**config.mk**
```make
export PLATFORM = sky130hd
export DESIGN_NAME = column_scheduler
export DESIGN_NICKNAME = d
export VERILOG_FILES = /design/src/rtl/column_scheduler.sv
export SDC_FILE = /design/constraint.sdc
export NUM_CORES = 1
export LEC_CHECK = 0
export CORE_ASPECT_RATIO = 0.9
export CORE_MARGIN = 2
export CORE_UTILIZATION = 55
export CTS_CLUSTER_SIZE = 10
export DETAILED_ROUTE_END_ITERATION = 10
export GPL_ROUTABILITY_DRIVEN = 0
export PLACE_DENSITY = 0.82
export SYNTH_ARGS = -nofsm -noshare
export SYNTH_HDL_FRONTEND = slang
export SYNTH_SLANG_ARGS = --single-unit
```
**constraint.sdc**
```tcl
create_clock -name clock_i -period 9.2 [get_ports clock_i]
set_clock_uncertainty 0.2 [all_clocks]
set_input_delay 0.92 -clock clock_i [delete_from_list [all_inputs] [get_ports clock_i]]
set_output_delay 0.92 -clock clock_i [all_outputs]
set_load 0.01 [all_outputs]
```
**src/rtl/column_scheduler.sv**
```systemverilog
// column_scheduler: sequences the three falling byte columns of Flippy Bit (spawn, fall, match, score, game over).
// Optional macro SCHED_SPEEDUP_EN: spawn interval shrinks with score, floored at 2 ticks.
module column_scheduler #(
  parameter int unsigned ROWS        = 24,
  parameter int unsigned SPAWN_TICKS = 6,
  parameter logic [7:0]  LFSR_SEED   = 8'hA5
) (
  input  logic       clock_i,
  input  logic       reset_i,
  input  logic       start_i,
  input  logic       tick_i,
  input  logic       submit_i,
  input  logic [7:0] user_input_i,
  output logic [7:0] letter1_o,
  output logic [7:0] letter2_o,
  output logic [7:0] letter3_o,
  output logic [4:0] ypos1_o,
  output logic [4:0] ypos2_o,
  output logic [4:0] ypos3_o,
  output logic [2:0] active_o,
  output logic [7:0] score_o,
  output logic       correct_o,
  output logic       game_over_o
);
  localparam logic [4:0] FLOOR = 5'(ROWS - 1);
  localparam logic [7:0] SPAWN = 8'(SPAWN_TICKS);

  typedef enum logic [1:0] {S_IDLE, S_RUN, S_OVER} state_e;

  state_e          state_q;
  logic [2:0]      act_q, act_d;
  logic [2:0][7:0] let_q, let_d;
  logic [2:0][4:0] ypos_q, ypos_d;
  logic [7:0]      score_q, cnt_q, lfsr_q, ivl;
  logic            correct_q, game_over_q;
  logic            run, match, wrap, floor_hit;
  logic [2:0]      tgt_oh, free_oh;
  logic [4:0]      best_y;
  logic [7:0]      tgt_let;

  assign run = (state_q == S_RUN);

  // Target is the lowest column; strict '>' keeps the lowest index on ties.
  always_comb begin
    tgt_oh  = '0;
    best_y  = '0;
    tgt_let = '0;
    for (int i = 0; i < 3; i++)
      if (act_q[i] && (tgt_oh == '0 || ypos_q[i] > best_y)) begin
        tgt_oh  = 3'b001 << i;
        best_y  = ypos_q[i];
        tgt_let = let_q[i];
      end
  end

  // Lowest free slot from pre-clear occupancy, so a slot freed this cycle is not refilled.
  assign free_oh = ~act_q & (act_q + 3'd1);
  assign match   = run && submit_i && (tgt_oh != '0) && (user_input_i == tgt_let);
  assign wrap    = run && tick_i && (cnt_q == ivl - 8'd1);

  always_comb begin
    act_d     = act_q;
    let_d     = let_q;
    ypos_d    = ypos_q;
    floor_hit = 1'b0;
    for (int i = 0; i < 3; i++) begin
      if (match && tgt_oh[i]) begin
        act_d[i]  = 1'b0;
        let_d[i]  = '0;
        ypos_d[i] = '0;
      end else if (tick_i && act_q[i]) begin
        ypos_d[i] = ypos_q[i] + 5'd1;
        if (ypos_d[i] == FLOOR) floor_hit = 1'b1;
      end else if (wrap && free_oh[i]) begin
        act_d[i]  = 1'b1;
        let_d[i]  = lfsr_q;
        ypos_d[i] = '0;
      end
    end
  end

`ifdef SCHED_SPEEDUP_EN
  logic [7:0] ivl_q, ivl_new;
  assign ivl_new = ({3'b0, score_q[7:3]} + 8'd2 >= SPAWN) ? 8'd2
                                                          : SPAWN - {3'b0, score_q[7:3]};
  always_ff @(posedge clock_i) begin
    if (reset_i)                       ivl_q <= SPAWN;
    else if (!run && state_q == S_IDLE && start_i) ivl_q <= SPAWN;
    else if (wrap)                     ivl_q <= ivl_new;
  end
  assign ivl = ivl_q;
`else
  assign ivl = SPAWN;
`endif

  always_ff @(posedge clock_i) begin
    if (reset_i) begin
      state_q     <= S_IDLE;
      act_q       <= '0;
      let_q       <= '0;
      ypos_q      <= '0;
      score_q     <= '0;
      cnt_q       <= '0;
      lfsr_q      <= LFSR_SEED;
      correct_q   <= 1'b0;
      game_over_q <= 1'b0;
    end else begin
      lfsr_q    <= {lfsr_q[6:0], lfsr_q[7] ^ lfsr_q[5] ^ lfsr_q[4] ^ lfsr_q[3]};
      correct_q <= match;
      case (state_q)
        S_IDLE: if (start_i) begin
          state_q <= S_RUN;
          act_q   <= '0;
          let_q   <= '0;
          ypos_q  <= '0;
          score_q <= '0;
          // Preset to the wrap value so the very first tick spawns.
          cnt_q   <= SPAWN - 8'd1;
        end
        S_RUN: begin
          act_q  <= act_d;
          let_q  <= let_d;
          ypos_q <= ypos_d;
          if (match && score_q != 8'hFF) score_q <= score_q + 8'd1;
          if (tick_i) cnt_q <= wrap ? 8'd0 : cnt_q + 8'd1;
          if (floor_hit) begin
            state_q     <= S_OVER;
            game_over_q <= 1'b1;
          end
        end
        S_OVER: if (start_i) begin
          state_q     <= S_IDLE;
          game_over_q <= 1'b0;
        end
        default: state_q <= S_IDLE;
      endcase
    end
  end

  assign letter1_o   = let_q[0];
  assign letter2_o   = let_q[1];
  assign letter3_o   = let_q[2];
  assign ypos1_o     = ypos_q[0];
  assign ypos2_o     = ypos_q[1];
  assign ypos3_o     = ypos_q[2];
  assign active_o    = act_q;
  assign score_o     = score_q;
  assign correct_o   = correct_q;
  assign game_over_o = game_over_q;
endmodule

```
# Word level (Yosys, flattened, before mapping)
# Index checks and enable logic that the tools add are counted.
[classes]
addsub = 6
n_bitwise = 5
reduce_logical = 35
order_cmp = 2
n_eq_ne = 22
muxes = 64
[ops]
columns = ["cell", "n"]
rows = [
  ["$mux 8", 17],
  ["$mux 5", 11],
  ["$pmux 24 s2", 1],
  ["$pmux 8 s2", 2],
  ["$pmux 15 s2", 1],
  ["$mux 24", 1],
  ["$mux 1", 21],
  ["$reduce_and 3->1", 7],
  ["$logic_and 1x1->1", 17],
  ["$add 8x1->8 const B", 2],
  ["$add 5x1->5 const B", 3],
  ["$eq 5x5->1 const B", 3],
  ["$mux 15", 1],
  ["$ne 4x1->1 const B", 3],
  ["$reduce_and 4->1", 3],
  ["$gt 5x5->1", 2],
  ["$ne 3x1->1 const B", 3],
  ["$ne 3x3->1 const B", 3],
  ["$eq 8x3->1 const B", 1],
  ["$eq 8x8->1", 1],
  ["$mux 2", 4],
  ["$ne 8x8->1 const B", 1],
  ["$logic_not 3->1", 2],
  ["$mux 3", 2],
  ["15 further kinds", 22],
]
[totals]
wordCells = 149
inputBits = 13
register_bits = 70
output_inout_bits = 52

# Longest topological paths before layout
[depth]
depth_word = 22
ltp_mapped = 24
depth_no_buf = 19

# Worst setup path after synthesis
# OpenSTA, ideal clock, no wires.
[synth_path]
path_kind = "reg2reg"
from = "register act_q[0] (netlist: active_o[0])"
to = "register ypos_q (netlist bit ypos2_o[4])"
path_buffers = 6
setup_slack_ps = 4054
path_stages_with_launch = 24
arrival_ps = 4864
setup_time_ps = 82
period_less_slack_ps = 5146
required_ps = 8918
path_cell_list = "dfxtp_1 buf_2 nand2_1 ha_1 and2_1 clkbuf_1 a21boi_2 o21a_1 clkbuf_1 a21oi_1 ha_1 nand4_1 o221a_1 buf_2 a21o_1 buf_6 a31oi_2 xor2_1 nor4_2 and3_1 buf_6 a2111o_1 or3_1 o221ai_1"
[synth_between]
elab_chain_len = 15
word_cells_on_any_way = 28
classes_between = "add/sub: 1; order compare: 2; eq/ne: 2; mux: 10; bitwise: 1; reduce/logical: 12"
[synth_rtl]
columns = ["element", "line", "rtl"]
rows = [
  ["from (decl)", "31", "logic [2:0] act_q, act_d;"],
  ["from (signal assigned)", "121", "act_q <= act_d;"],
  ["branches (longest 15 deep; another with $gt 5x5->1)", "n/a", ""],
  ["to (signal assigned)", "123", "ypos_q <= ypos_d;"],
  ["to (decl)", "33", "logic [2:0][4:0] ypos_q, ypos_d;"],
]
# Several ways; the timed one is not identified.
# A chain may end at the register's enable or synchronous reset.

# Worst setup path after layout
# Ends and elaborated chain as after synthesis.

==> summary.txt <==
Syn Area/Cell = 8.395 sq um
vias per cell = 6.164
leakage = 0.001717 uW
vias in the first global route = 3634
GRT Overall Usage = 28.80%
top cells by count, synth = dfxtp_1, nor2_1, nand2_1
Clock Pin Slew Worst Setup and Hold Paths = 80 ps
P&R area growth vs syn = 22.13%
Rows = 29
Design Area, Final = 0.004840 sq mm
synth top area cells = dfxtp_1, ha_1, nor2_1
Max rail drop VDD = 0.1071 mV
fmax = 166.4 MHz
top-area cell type share of the netlist area = 35.36%
register bit total from synthesis = 70
die height = 84.53 um
Setup crit end kind = flop
distinct cell type count after synthesis = 62
fin crit share = 65.32%
Synthesis Warnings = 0
cell count after synthesis = 472
Die X = 93.47 um
status = complete, no violations
Worst-Skew Late Latency = 370 ps
layout cells sized above 1 = 6.916%
cell area power density = 129.6 mW/mm^2
worst path arrival time = 6030 ps
xor/xnor share of the synthesized area = 5.084%
worst-path fanout max = 16
main combinational cell family by area after synthesis = compound AO/OA/AOI/OAI gates
Tmin final = 6010 ps
DP HPWL = 8145 um
Max-slew headroom = 40.02%
CTS Buffer Depth = 2
max-cap check violation count = 0
final setup vio count = 0
post-cts gate resize count = 0
DR WL/cell = 17.58 um
CTS tree = built
Die Area = 0.007901 sq mm
slowest stage delay, CP = 620 ps
area fraction in compound gates after synthesis = 25.89%
Detailed Routing Iterations Pass 1 = 5
cts bufs inserted = 9
remaining global-route overflow = 0
Synth Area in Simple Gates = 21.91%
Crit-path slowest cell = dfxtp_1
Crit path required time = 9230 ps
HP Class = flop to flop
Cells after DPL = 612
Crit Path Class = flop to flop
worst-margin pin slew = 896.3 ps
area share of fa/ha/maj cells after synthesis = 5.999%
post-route ant nets = 0
initial core utilization = 56.58%
CTS H-tree depth = 3
DRC errors left = 0
ys async rst share = 0%
largest net degree at the start of global routing = 36
Seq/Total Area, Yosys = 35.36%
Post-CTS Setup Bufs = 0
Detailed Route Iter0 Violations = 358
EDFF count, synth = 0
initial antenna violation count = 0
# IOs = 65
Root Driver = clkbuf_8
most common cell in the synthesized netlist = dfxtp_1
clock sinks = 70
multiplexer area fraction after synthesis = 1.042%
RSZ-0062 raised after global routing = false
Fin Setup TNS = 0 ps
Hold-fix buffers, CTS = 0
Worst Path Buf+Inv = 0
crit-path leading delay family = compound AO/OA/AOI/OAI gates
cell taking the most area after synthesis = dfxtp_1
PortBufs = 64
# diodes = 0
DP Area = 0.004634 sq mm
Top FF cell, synth = dfxtp_1
fin cells = 628
Startpoint Class = flop
CORE AREA = 0.007003 sq mm
endpoints failing hold = 0
Slew Viols, Final = 0
Post-Syn Area = 0.003963 sq mm
final WL = 11040 um
ordered cell list for the critical path = nand2_1, ha_1, o211ai_1, a21oi_2, o21a_1, nor2_1, a21oi_1, ha_1, nand4_1, o221a_1, a21o_1, a31oi_1, xor2_1, nor4_2, and3_1, a211oi_1, a31oi_1, o221ai_1
Net count, final = 562
Syn Nets = 504
first-pass GRT wire length = 17900 um
fill count = 569
via count = 3871
==> worst reg2reg max path: stages, from the launching register on <==
cell      delay (ps)
dfxtp_1          620
nand2_1          150
ha_1             350
o211ai_1         110
a21oi_2          520
o21a_1           430
nor2_1            80
a21oi_1          150
ha_1             260
nand4_1          170
o221a_1          400
a21o_1           390
a31oi_1          190
xor2_1           200
nor4_2           430
and3_1           390
a211oi_1         160
a31oi_1          480
o221ai_1         190
==> power breakdown <==
part           internal (uW)  total [uW]  switching [uW]
logic                   19.3        51.6            32.2
registers                308         315            7.10
clock network            134         260             127
==> per-stage QoR <==
stage | hold WS (ps) | utilization (%) | total power (uW) | setup slack (ps)
global route | 306.7 | 69.11 | 647.5 | 2758
finish | 278.4 | 69.11 | 627.0 | 3190
floorplan | 248.6 | - | 352.5 | 4054
global placement | 260.5 | 66.18 | 371.0 | 3617
detailed placement | 273.5 | 66.18 | 372.3 | 3349
CTS | 284.2 | 69.11 | 628.9 | 3319
==> registers in the layout (all words and copies together) (netlist names) <==
name / count
active_o: 3
cnt_q: 8
correct_o: 1
game_over_o: 1
letter1_o: 8
letter2_o: 8
letter3_o: 8
lfsr_q: 8
score_o: 8
state_q: 2
ypos1_o: 5
ypos2_o: 5
ypos3_o: 5
==> kinds of logic after synthesis <==
family                   after synthesis
AO/OA/AOI/OAI                        139
XOR/XNOR                              23
adder cells (fa/ha/maj)               19
buffers and inverters                 42
flip-flops                            70
multiplexers                           4
AND/OR/NAND/NOR                      175
==> routing by layer <==
layer	vias up	part of all wire (%)	global-route usage [%]
met4	0	2.3	10.29
met2	175	47	44.74
met1	1815	44	38.92
met5	-	0	0
met3	30	7.3	7.181
li1	1851	-	-
==> cells in the final DEF (no fill, tap or decap), types with 3 or more instances in the layout <==
master	n
a211oi_1	9
a21o_1	8
a21oi_1	26
a22o_1	16
a22oi_1	10
a311oi_1	3
a31oi_1	8
a31oi_2	3
and2_1	3
and3_1	14
clkbuf_8	10
clkdlybuf4s50_1	64
dfxtp_1	70
ha_1	19
inv_1	22
mux2i_1	3
nand2_1	33
nand2b_1	7
nand3_1	23
nand4_1	6
nor2_1	54
nor2b_1	9
nor3_1	6
nor3b_1	5
o211ai_1	8
o21a_1	3
o21ai_0	13
o22ai_1	5
o311a_1	7
or2_2	4
xnor2_1	19
xor2_1	4
==> layout make-up <==
class	count	area, sq um	share of cell area (%)
clock buffer	10	137.6	2.844
clock inverter	6	67.56	1.396
inverter	23	86.33	1.784
timing repair buffer	66	655.6	13.55
sequential	70	1401	28.96
tap	93	116.4	2.404
multi-input combinational	360	2375	49.07
==> path summary, 6_finish.rpt <==
kind | end | cells after the start | slack, ps | start
max | ypos2_o[4] | 18 | 3190 | active_o[0]
min | game_over_o | 2 | 280 | game_over_o
max reg2reg | ypos2_o[4] | 18 | 3190 | active_o[0]
min reg2reg | game_over_o | 2 | 280 | game_over_o
(Power assumes the default switching activity.)
